## src/rtl/cla_pkg.sv

```systemverilog
// Shared definitions for the lookahead-adder accumulation stages.
//
// Contents:
//   state_t      - block FSM states (ACCUM, DONE)
//   CLA_IN_W     - default width of the adder stage's sum (5)
//   CLA_SEXT_W   - working width of sext_to_acc (accumulators must be narrower)
//   sext_to_acc  - sign-extends a right-aligned value whose sign bit is at 'msb'
package cla_pkg;

    typedef enum logic {
        ACCUM = 1'b0,
        DONE  = 1'b1
    } state_t;

    localparam int CLA_IN_W   = 5;
    localparam int CLA_SEXT_W = 32;

    // Bits above 'msb' are replaced by copies of bit 'msb'. Callers slice
    // the low ACC_W bits of the result.
    function automatic logic [CLA_SEXT_W-1:0] sext_to_acc(
        input logic [CLA_SEXT_W-1:0] v,
        input logic [4:0]            msb
    );
        logic [CLA_SEXT_W-1:0] r;
        r = v;
        for (int i = 0; i < CLA_SEXT_W; i++) begin
            if (5'(i) > msb) begin
                r[i] = v[msb];
            end
        end
        return r;
    endfunction

endpackage

```

## src/rtl/cla_sum_accumulator_if.sv

```systemverilog
// Stream bundle between the adder stage, the accumulator and its consumer.
//
// Signals:
//   clear     - synchronous abort of the partial block
//   in_valid / in_ready / in_sum     - input sum stream (IN_W bits, signed)
//   out_valid / out_ready / out_acc  - block total stream (ACC_W bits, signed)
//   out_ovf   - overflow/saturation flag for the total on out_acc
// Modports:
//   slave  - the accumulator
//   master - the environment driving sums and consuming totals
interface cla_sum_accumulator_if
    import cla_pkg::*;
#(
    parameter int IN_W  = CLA_IN_W,
    parameter int ACC_W = 12
);
    logic             clear;
    logic             in_valid;
    logic             in_ready;
    logic [IN_W-1:0]  in_sum;
    logic             out_valid;
    logic             out_ready;
    logic [ACC_W-1:0] out_acc;
    logic             out_ovf;

    modport slave (
        input  clear, in_valid, in_sum, out_ready,
        output in_ready, out_valid, out_acc, out_ovf
    );

    modport master (
        output clear, in_valid, in_sum, out_ready,
        input  in_ready, out_valid, out_acc, out_ovf
    );
endinterface

```

## src/rtl/cla_acc_add_sat.sv

```systemverilog
// Combinational ACC_W-bit signed adder with overflow detect.
//
// Ports:
//   a, b  - ACC_W-bit two's-complement operands
//   sum   - wrapped result, or clamped result when CLA_SUM_ACC_SAT_EN is defined
//   ovf   - true result lies outside the ACC_W signed range
//
// Build option: CLA_SUM_ACC_SAT_EN selects clamping instead of wrap-around.
module cla_acc_add_sat #(
    parameter int ACC_W = 12
) (
    input  logic [ACC_W-1:0] a,
    input  logic [ACC_W-1:0] b,
    output logic [ACC_W-1:0] sum,
    output logic             ovf
);
    // One guard bit: the top two bits disagree exactly when the ACC_W
    // result is out of range, and the guard bit is the true sign.
    logic [ACC_W:0] full;

    assign full = {a[ACC_W-1], a} + {b[ACC_W-1], b};
    assign ovf  = full[ACC_W] ^ full[ACC_W-1];

`ifdef CLA_SUM_ACC_SAT_EN
    localparam logic [ACC_W-1:0] MAX_VAL = {1'b0, {(ACC_W-1){1'b1}}};
    localparam logic [ACC_W-1:0] MIN_VAL = {1'b1, {(ACC_W-1){1'b0}}};

    assign sum = ovf ? (full[ACC_W] ? MIN_VAL : MAX_VAL) : full[ACC_W-1:0];
`else
    assign sum = full[ACC_W-1:0];
`endif

endmodule

```

## src/rtl/cla_sum_accumulator.sv

```systemverilog
// Running-sum stage behind the 4-bit lookahead adder: accumulates N_SAMPLES
// signed sums per block and presents each block total with a sticky
// overflow flag.
//
// Ports:
//   clk    - rising-edge clock
//   rst_n  - asynchronous active-low reset
//   bus    - cla_sum_accumulator_if.slave (clear, input stream, output stream)
//
// Parameters: IN_W (input width), ACC_W (accumulator width, IN_W <= ACC_W < 32),
//             N_SAMPLES (1..255 sums per block).
// Build option: CLA_SUM_ACC_SAT_EN makes the accumulator saturate instead of wrap.
module cla_sum_accumulator
    import cla_pkg::*;
#(
    parameter int IN_W      = CLA_IN_W,
    parameter int ACC_W     = 12,
    parameter int N_SAMPLES = 8
) (
    input logic                    clk,
    input logic                    rst_n,
    cla_sum_accumulator_if.slave   bus
);
    localparam logic [7:0] CNT_LAST = 8'(N_SAMPLES - 1);

    state_t           state_reg;
    logic [ACC_W-1:0] acc_reg;
    logic [7:0]       cnt_reg;
    logic             ovf_reg;
    logic [ACC_W-1:0] out_acc_reg;
    logic             out_ovf_reg;
    logic             out_valid_reg;

    logic             in_ready;
    logic             in_hs;
    logic             out_hs;

    // in_ready follows out_ready while a total is held so a new block can
    // start in the same cycle the old total leaves.
    assign in_ready = ~bus.clear & (~out_valid_reg | bus.out_ready);
    assign in_hs    = bus.in_valid & in_ready;
    assign out_hs   = out_valid_reg & bus.out_ready;

    // Sign extension of the incoming sum.
    logic [CLA_SEXT_W-1:0]       ext_full;
    logic [ACC_W-1:0]            ext_sum;
    logic [CLA_SEXT_W-ACC_W-1:0] unused_ext_hi;

    assign ext_full      = sext_to_acc({{(CLA_SEXT_W-IN_W){1'b0}}, bus.in_sum}, 5'(IN_W - 1));
    assign ext_sum       = ext_full[ACC_W-1:0];
    assign unused_ext_hi = ext_full[CLA_SEXT_W-1:ACC_W];

    // A sample accepted in DONE is the first of a fresh block, so the
    // running state it builds on is zero rather than the finished block.
    logic [ACC_W-1:0] acc_base;
    logic [7:0]       cnt_base;
    logic             ovf_base;
    logic [7:0]       cnt_next;
    logic             last_sample;

    assign acc_base    = (state_reg == DONE) ? '0   : acc_reg;
    assign cnt_base    = (state_reg == DONE) ? 8'd0 : cnt_reg;
    assign ovf_base    = (state_reg == DONE) ? 1'b0 : ovf_reg;
    assign cnt_next    = cnt_base + 8'd1;
    assign last_sample = (cnt_base == CNT_LAST);

    logic [ACC_W-1:0] step_sum;
    logic             step_ovf;

    cla_acc_add_sat #(
        .ACC_W (ACC_W)
    ) u_add (
        .a   (acc_base),
        .b   (ext_sum),
        .sum (step_sum),
        .ovf (step_ovf)
    );

    always_ff @(posedge clk or negedge rst_n) begin
        if (!rst_n) begin
            state_reg     <= ACCUM;
            acc_reg       <= '0;
            cnt_reg       <= 8'd0;
            ovf_reg       <= 1'b0;
            out_acc_reg   <= '0;
            out_ovf_reg   <= 1'b0;
            out_valid_reg <= 1'b0;
        end else if (bus.clear) begin
            state_reg     <= ACCUM;
            acc_reg       <= '0;
            cnt_reg       <= 8'd0;
            ovf_reg       <= 1'b0;
            out_ovf_reg   <= 1'b0;
            out_valid_reg <= 1'b0;
        end else if (in_hs) begin
            // In DONE an input handshake implies the output handshake.
            acc_reg <= step_sum;
            cnt_reg <= cnt_next;
            ovf_reg <= ovf_base | step_ovf;
            if (last_sample) begin
                out_acc_reg   <= step_sum;
                out_ovf_reg   <= ovf_base | step_ovf;
                out_valid_reg <= 1'b1;
                state_reg     <= DONE;
            end else begin
                out_valid_reg <= 1'b0;
                state_reg     <= ACCUM;
            end
        end else if (out_hs) begin
            acc_reg       <= '0;
            cnt_reg       <= 8'd0;
            ovf_reg       <= 1'b0;
            out_valid_reg <= 1'b0;
            state_reg     <= ACCUM;
        end
    end

    assign bus.in_ready  = in_ready;
    assign bus.out_valid = out_valid_reg;
    assign bus.out_acc   = out_acc_reg;
    assign bus.out_ovf   = out_ovf_reg;

endmodule

```

## src/flat_wrapper.sv

```systemverilog
// flat-port wrapper written by rule: the top's interface ports become plain ports
module cla_sum_accumulator_flat import cla_pkg::*;
#(
    parameter int IN_W      = CLA_IN_W,
    parameter int ACC_W     = 12,
    parameter int N_SAMPLES = 8
)
  (clk, rst_n, bus_clear, bus_in_valid, bus_in_sum, bus_out_ready, bus_in_ready, bus_out_valid, bus_out_acc, bus_out_ovf);
  cla_sum_accumulator_if #(.IN_W(IN_W), .ACC_W(ACC_W)) bus_i ();
  input logic clk;
  input logic rst_n;
  input wire logic [$bits(bus_i.clear)-1:0] bus_clear;
  input wire logic [$bits(bus_i.in_valid)-1:0] bus_in_valid;
  input wire logic [$bits(bus_i.in_sum)-1:0] bus_in_sum;
  input wire logic [$bits(bus_i.out_ready)-1:0] bus_out_ready;
  output wire logic [$bits(bus_i.in_ready)-1:0] bus_in_ready;
  output wire logic [$bits(bus_i.out_valid)-1:0] bus_out_valid;
  output wire logic [$bits(bus_i.out_acc)-1:0] bus_out_acc;
  output wire logic [$bits(bus_i.out_ovf)-1:0] bus_out_ovf;
  assign bus_i.clear = bus_clear;
  assign bus_i.in_valid = bus_in_valid;
  assign bus_i.in_sum = bus_in_sum;
  assign bus_i.out_ready = bus_out_ready;
  assign bus_in_ready = bus_i.in_ready;
  assign bus_out_valid = bus_i.out_valid;
  assign bus_out_acc = bus_i.out_acc;
  assign bus_out_ovf = bus_i.out_ovf;
  cla_sum_accumulator #(.IN_W(IN_W), .ACC_W(ACC_W), .N_SAMPLES(N_SAMPLES)) u_core (.clk(clk), .rst_n(rst_n), .bus(bus_i));
endmodule
```

## config.mk

```make
export PLATFORM = sky130hd
export DESIGN_NAME = cla_sum_accumulator_flat
export DESIGN_NICKNAME = d
export VERILOG_FILES = /design/src/rtl/cla_pkg.sv /design/src/rtl/cla_sum_accumulator_if.sv /design/src/rtl/cla_acc_add_sat.sv /design/src/rtl/cla_sum_accumulator.sv /design/src/flat_wrapper.sv
export SDC_FILE = /design/constraint.sdc
export NUM_CORES = 1
export LEC_CHECK = 0
export ABC_AREA = 1
export CORE_MARGIN = 4
export CORE_UTILIZATION = 55
export CTS_CLUSTER_SIZE = 20
export DETAILED_ROUTE_END_ITERATION = 8
export GPL_ROUTABILITY_DRIVEN = 0
export HOLD_SLACK_MARGIN = 0.05
export PLACE_DENSITY = 0.75
export SLEW_MARGIN = 10
export SYNTH_ARGS = -nofsm -noshare
export SYNTH_HDL_FRONTEND = slang
export SYNTH_SLANG_ARGS = --single-unit
```

## constraint.sdc

```tcl
create_clock -name clk -period 4.47 [get_ports clk]
set_input_delay 1.341 -clock clk [delete_from_list [all_inputs] [get_ports clk]]
set_output_delay 1.341 -clock clk [all_outputs]
set_load 0.005 [all_outputs]
```

After elaboration in Yosys (flattened, before gate mapping)
Cells that the tools add are included.
{"block": "totals", "wordCells": 40, "inputBits": 10, "register_bits": 35}
{"block": "classes", "muxes": 18, "add_sub_neg": 2, "reduce_logical": 5, "n_bitwise": 8, "n_eq_ne": 1}
{"operator": "2-to-1 mux 12 bit", "n": 4}
{"operator": "2-to-1 mux 8 bit", "n": 4}
{"operator": "adder 12 x 5 -> 13 bit", "n": 1}
{"operator": "2-to-1 mux 1 bit", "n": 10}
{"operator": "adder 8 x 1 -> 8 bit (second input constant)", "n": 1}
{"operator": "== test 8 x 3 -> 1 bit (second input constant)", "n": 1}
{"operator": "nonzero test 2 bit", "n": 2}
{"operator": "bitwise AND 1 bit", "n": 3}
{"operator": "AND reduction 3 bit", "n": 1}
{"operator": "nonzero test 3 bit", "n": 1}
{"operator": "inverter 1 bit", "n": 2}
{"operator": "bitwise OR 1 bit", "n": 2}
{"operator": "AND reduction 2 bit", "n": 1}
{"operator": "bitwise XOR 1 bit", "n": 1}

Longest topological paths before layout
{"block": "logic_depth", "depth_word": 7, "mapped_depth": 15, "mapped_depth_nobuf": 15}

Modules after synthesis
From an unflattened synthesis, not the netlist that was laid out.
{"block": "hier_totals", "hier_cells": 313, "area_unflattened_um2": 2372.3}
{"module": "cla_sum_accumulator", "seq_area_each_um2": 875.8, "n_inst": 1, "area_per_inst_um2": 1731.7, "cells_each": 200}
{"module": "cla_acc_add_sat", "seq_area_each_um2": 0.0, "n_inst": 1, "area_per_inst_um2": 640.6, "cells_each": 113}

Least setup slack after synthesis
No wires, ideal clock.
{"block": "synth_timing", "kind": "input to output", "start": "input port bus_out_ready", "end": "output port bus_in_ready", "t_required_ns": 3.129, "slack_ns": 1.589, "stages": 2, "arrival_time_ns": 1.540, "cell_sequence": "inv_1 -> a21oi_2"}
{"block": "synth_via", "elab_chain_cells": 2}
{"item": "start: declaration", "line": "flat_wrapper.sv:15", "text": "input wire logic [$bits(bus_i.out_ready)-1:0] bus_out_ready;"}
{"item": "bitwise OR 1 bit", "line": "cla_sum_accumulator.sv:40", "text": "assign in_ready = ~bus.clear & (~out_valid_reg | bus.out_ready);"}
{"item": "bitwise AND 1 bit", "line": "cla_sum_accumulator.sv:40"}
{"item": "end: declaration", "line": "flat_wrapper.sv:16", "text": "output wire logic [$bits(bus_i.in_ready)-1:0] bus_in_ready;"}
No other way between the ends.

Final worst setup path
Ends and elaborated chain as after synthesis.

==> impl_metrics.py <==
metrics = {
    "run_status": {
        "outcome": "completed",
    },
    "sta": {
        "period_share": 0.867,
        "slew_viol_final": 0,
        "grt_setup_unrepaired": "no",
        "setup_viol": 0,
        "finalHoldViolations": 0,
        "clock.fmax_mhz": 258,
        "relSlewSlack": 0.478,
        "tightest_slew_ns": 0.781,
        "period_needed_ns": 3.88,
        "fin_worst_skew_ns": 0.00952,
        "tns_ns": 0,
    },
    "final_layout": {
        "post-route-util": 0.683,
        "finalNonFillerCells": 370,
        "syn2layout_area_growth_pct": 16.5,
        "antennaDiodeCount": 0,
        "drive_gt1_frac": 0.0901,
        "fin_nets": 345,
    },
    "synth": {
        "yosysUniqueCellTypes": 32,
        "netlist_instances": 296,
        "yosysWarnings": 0,
        "netlist_area_mm2": 0.00223,
        "synthArstFlopShare": 1.00,
        "syn_avg_cell_area_um2": 7.52,
        "ys_dominant_reg_cell": "dfrtp_1",
        "yosysTopAreaCell": "dfrtp_1",
        "synth_area_leaders": "dfrtp_1 39%, nand2_1 14%, inv_1 7.4%",
        "synth_edf_count": 0,
        "synth_commonest_cells": "82 x nand2_1, 44 x inv_1, 35 x dfrtp_1",
        "yosysMostFrequentCell": "nand2_1",
        "syn-num-nets": 320,
        "synth_seq_cells": 35,
        "synth_top_area_share": 0.393,
        "yosysSeqAreaShare": 0.393,
    },
    "flow_run": {
        "maxCapViolCount": 0,
    },
    "die": {
        "die_h_um": 71.6,
        "rows": 22,
        "start_util": 0.586,
        "die_w_um": 71.6,
        "core-area_mm2": 0.00380,
        "dieArea_mm2": 0.00513,
        "io_pins": 25,
    },
    "drt": {
        "drt-total-wl_mm": 4.75,
        "route.met2.wl_mm": 2.16,
        "highest_layer": "met4",
        "ant_nets": 0,
        "remaining_drc_errors": 0,
        "viasPerCell": 5.17,
        "m1WireLength_mm": 2.28,
        "route.vias.total": 1912,
        "first_pass_iters": 4,
        "wl_per_cell_um": 12.8,
        "drt_iter0_markers": 95,
        "met3_length_um": 221,
    },
    "place": {
        "hpwl_mm": 3.36,
        "dpl.cell_count": 362,
        "io_buffers": 24,
    },
    "clock_tree": {
        "clkSinkCount": 35,
        "worstSkewPairLatency_ns": 0.30,
        "cts_tree": "built",
        "cts-root-buf": "clkbuf_8",
        "cts_buffer_depth": 2,
        "htreeDepth": 2,
        "numCtsBuffers": 5,
        "ctsHoldBuffers": 0,
        "path_clk_slew_ns": 0.08,
        "cts_setup_buffers": 0,
        "cts_resized": 0,
    },
    "global_routing": {
        "grt_pass1_vias": 1854,
        "antenna_found_initial": 0,
        "grt_max_degree": 36,
        "grt.overflow.total": 0,
        "grt_usage": 0.208,
        "grt_pass1_wl_mm": 8.44,
    },
    "setup_path": {
        "cp.required_ns": 3.13,
        "critPathCaptureType": "output port",
        "worst_setup_path_start_kind": "input pin",
        "critPathMaxFanout": 2,
        "criticalPathCategory": "input pin to output port",
        "cp.arrival_ns": 2.54,
        "reg2reg_slack_ns": 1.88,
    },
    "power_and_ir_drop": {
        "peakVddDrop_uv": 208,
        "leakage_nw": 1.35,
        "p_per_area_mw_per_mm2": 370,
    },
    "worst_hold_path": {
        "worstHoldPathType": "flop to flop",
    },
}
-- area by class of cell --
type | count | area, um^2
fill | 336 | 1200
clock inverter | 3 | 43.8
clock buffer | 5 | 68.8
inverter | 49 | 184
tap | 48 | 60.1
sequential | 35 | 876
timing repair buffer | 25 | 248
multi-input combinational | 205 | 1110
-- power breakdown --
group | internal, mW | switching (mW) | leakage [nW]
clock | 0.166 | 0.128 | 0.0581
combinational | 0.119 | 0.186 | 0.822
sequential | 0.348 | 0.0118 | 0.471
-- worst max-delay path, cell delays in order --
cell	delay (ns)
clkdlybuf4s50_1	0.45
inv_1	0.06
a21oi_2	0.15
clkdlybuf4s50_1	0.54
-- metrics by stage --
stage,setup slack (ns),instance area (um^2),power [mW],hold WS (ns)
after floorplan,1.59,2230,0.594,0.449
after global placement,0.604,2480,0.663,0.457
after detailed placement,0.579,2480,0.670,0.463
after CTS,0.576,2590,0.967,0.483
after global routing,0.557,2590,1.03,0.511
final,0.592,2590,0.960,0.480
-- layout by cell type, fill, tap and decap left out, drive strengths merged, types with 7 or more instances in the layout --
cell type | Yosys | final
nand3 | 16 | 16
nor2 | 34 | 34
clkdlybuf4s50 | 0 | 24
ha | 13 | 13
dfrtp | 35 | 35
inv | 49 | 49
o22ai | 7 | 7
o21ai | 21 | 21
a21oi | 7 | 7
nand2 | 85 | 85
-- logic make-up after synthesis --
logic type,Yosys count,synth area share
fa+ha+maj,14,0.0820
simple gates,141,0.265
xor+xnor,8,0.0315
buf+inv,56,0.106
compound gates,42,0.122
flops,35,0.393
-- per-layer routing --
| metal | GRT usage | up-vias |
|---|---|---|
| met5 | 0 | - |
| met4 | 0.0793 | 0 |
| met3 | 0.0393 | 9 |
| met2 | 0.334 | 38 |
| met1 | 0.280 | 883 |
| li1 | - | 982 |
-- final timing paths --
kind	start	depth (start not counted)	end
max in group asynchronous	rst_n	2	u_core.bus.out_acc[10]$_DFFE_PN0P_
hold / removal	u_core.bus.out_acc[3]$_DFFE_PN0P_	2	u_core.bus.out_acc[3]$_DFFE_PN0P_
hold reg to reg	u_core.bus.out_acc[3]$_DFFE_PN0P_	2	u_core.bus.out_acc[3]$_DFFE_PN0P_
setup / recovery	bus_out_ready	4	bus_in_ready
setup reg to reg	u_core.state_reg$_DFFE_PN0P_	14	u_core.acc_reg[10]$_DFFE_PN0P_
min in group asynchronous	rst_n	2	u_core.bus.out_acc[2]$_DFFE_PN0P_
(Power assumes the default switching activity.)
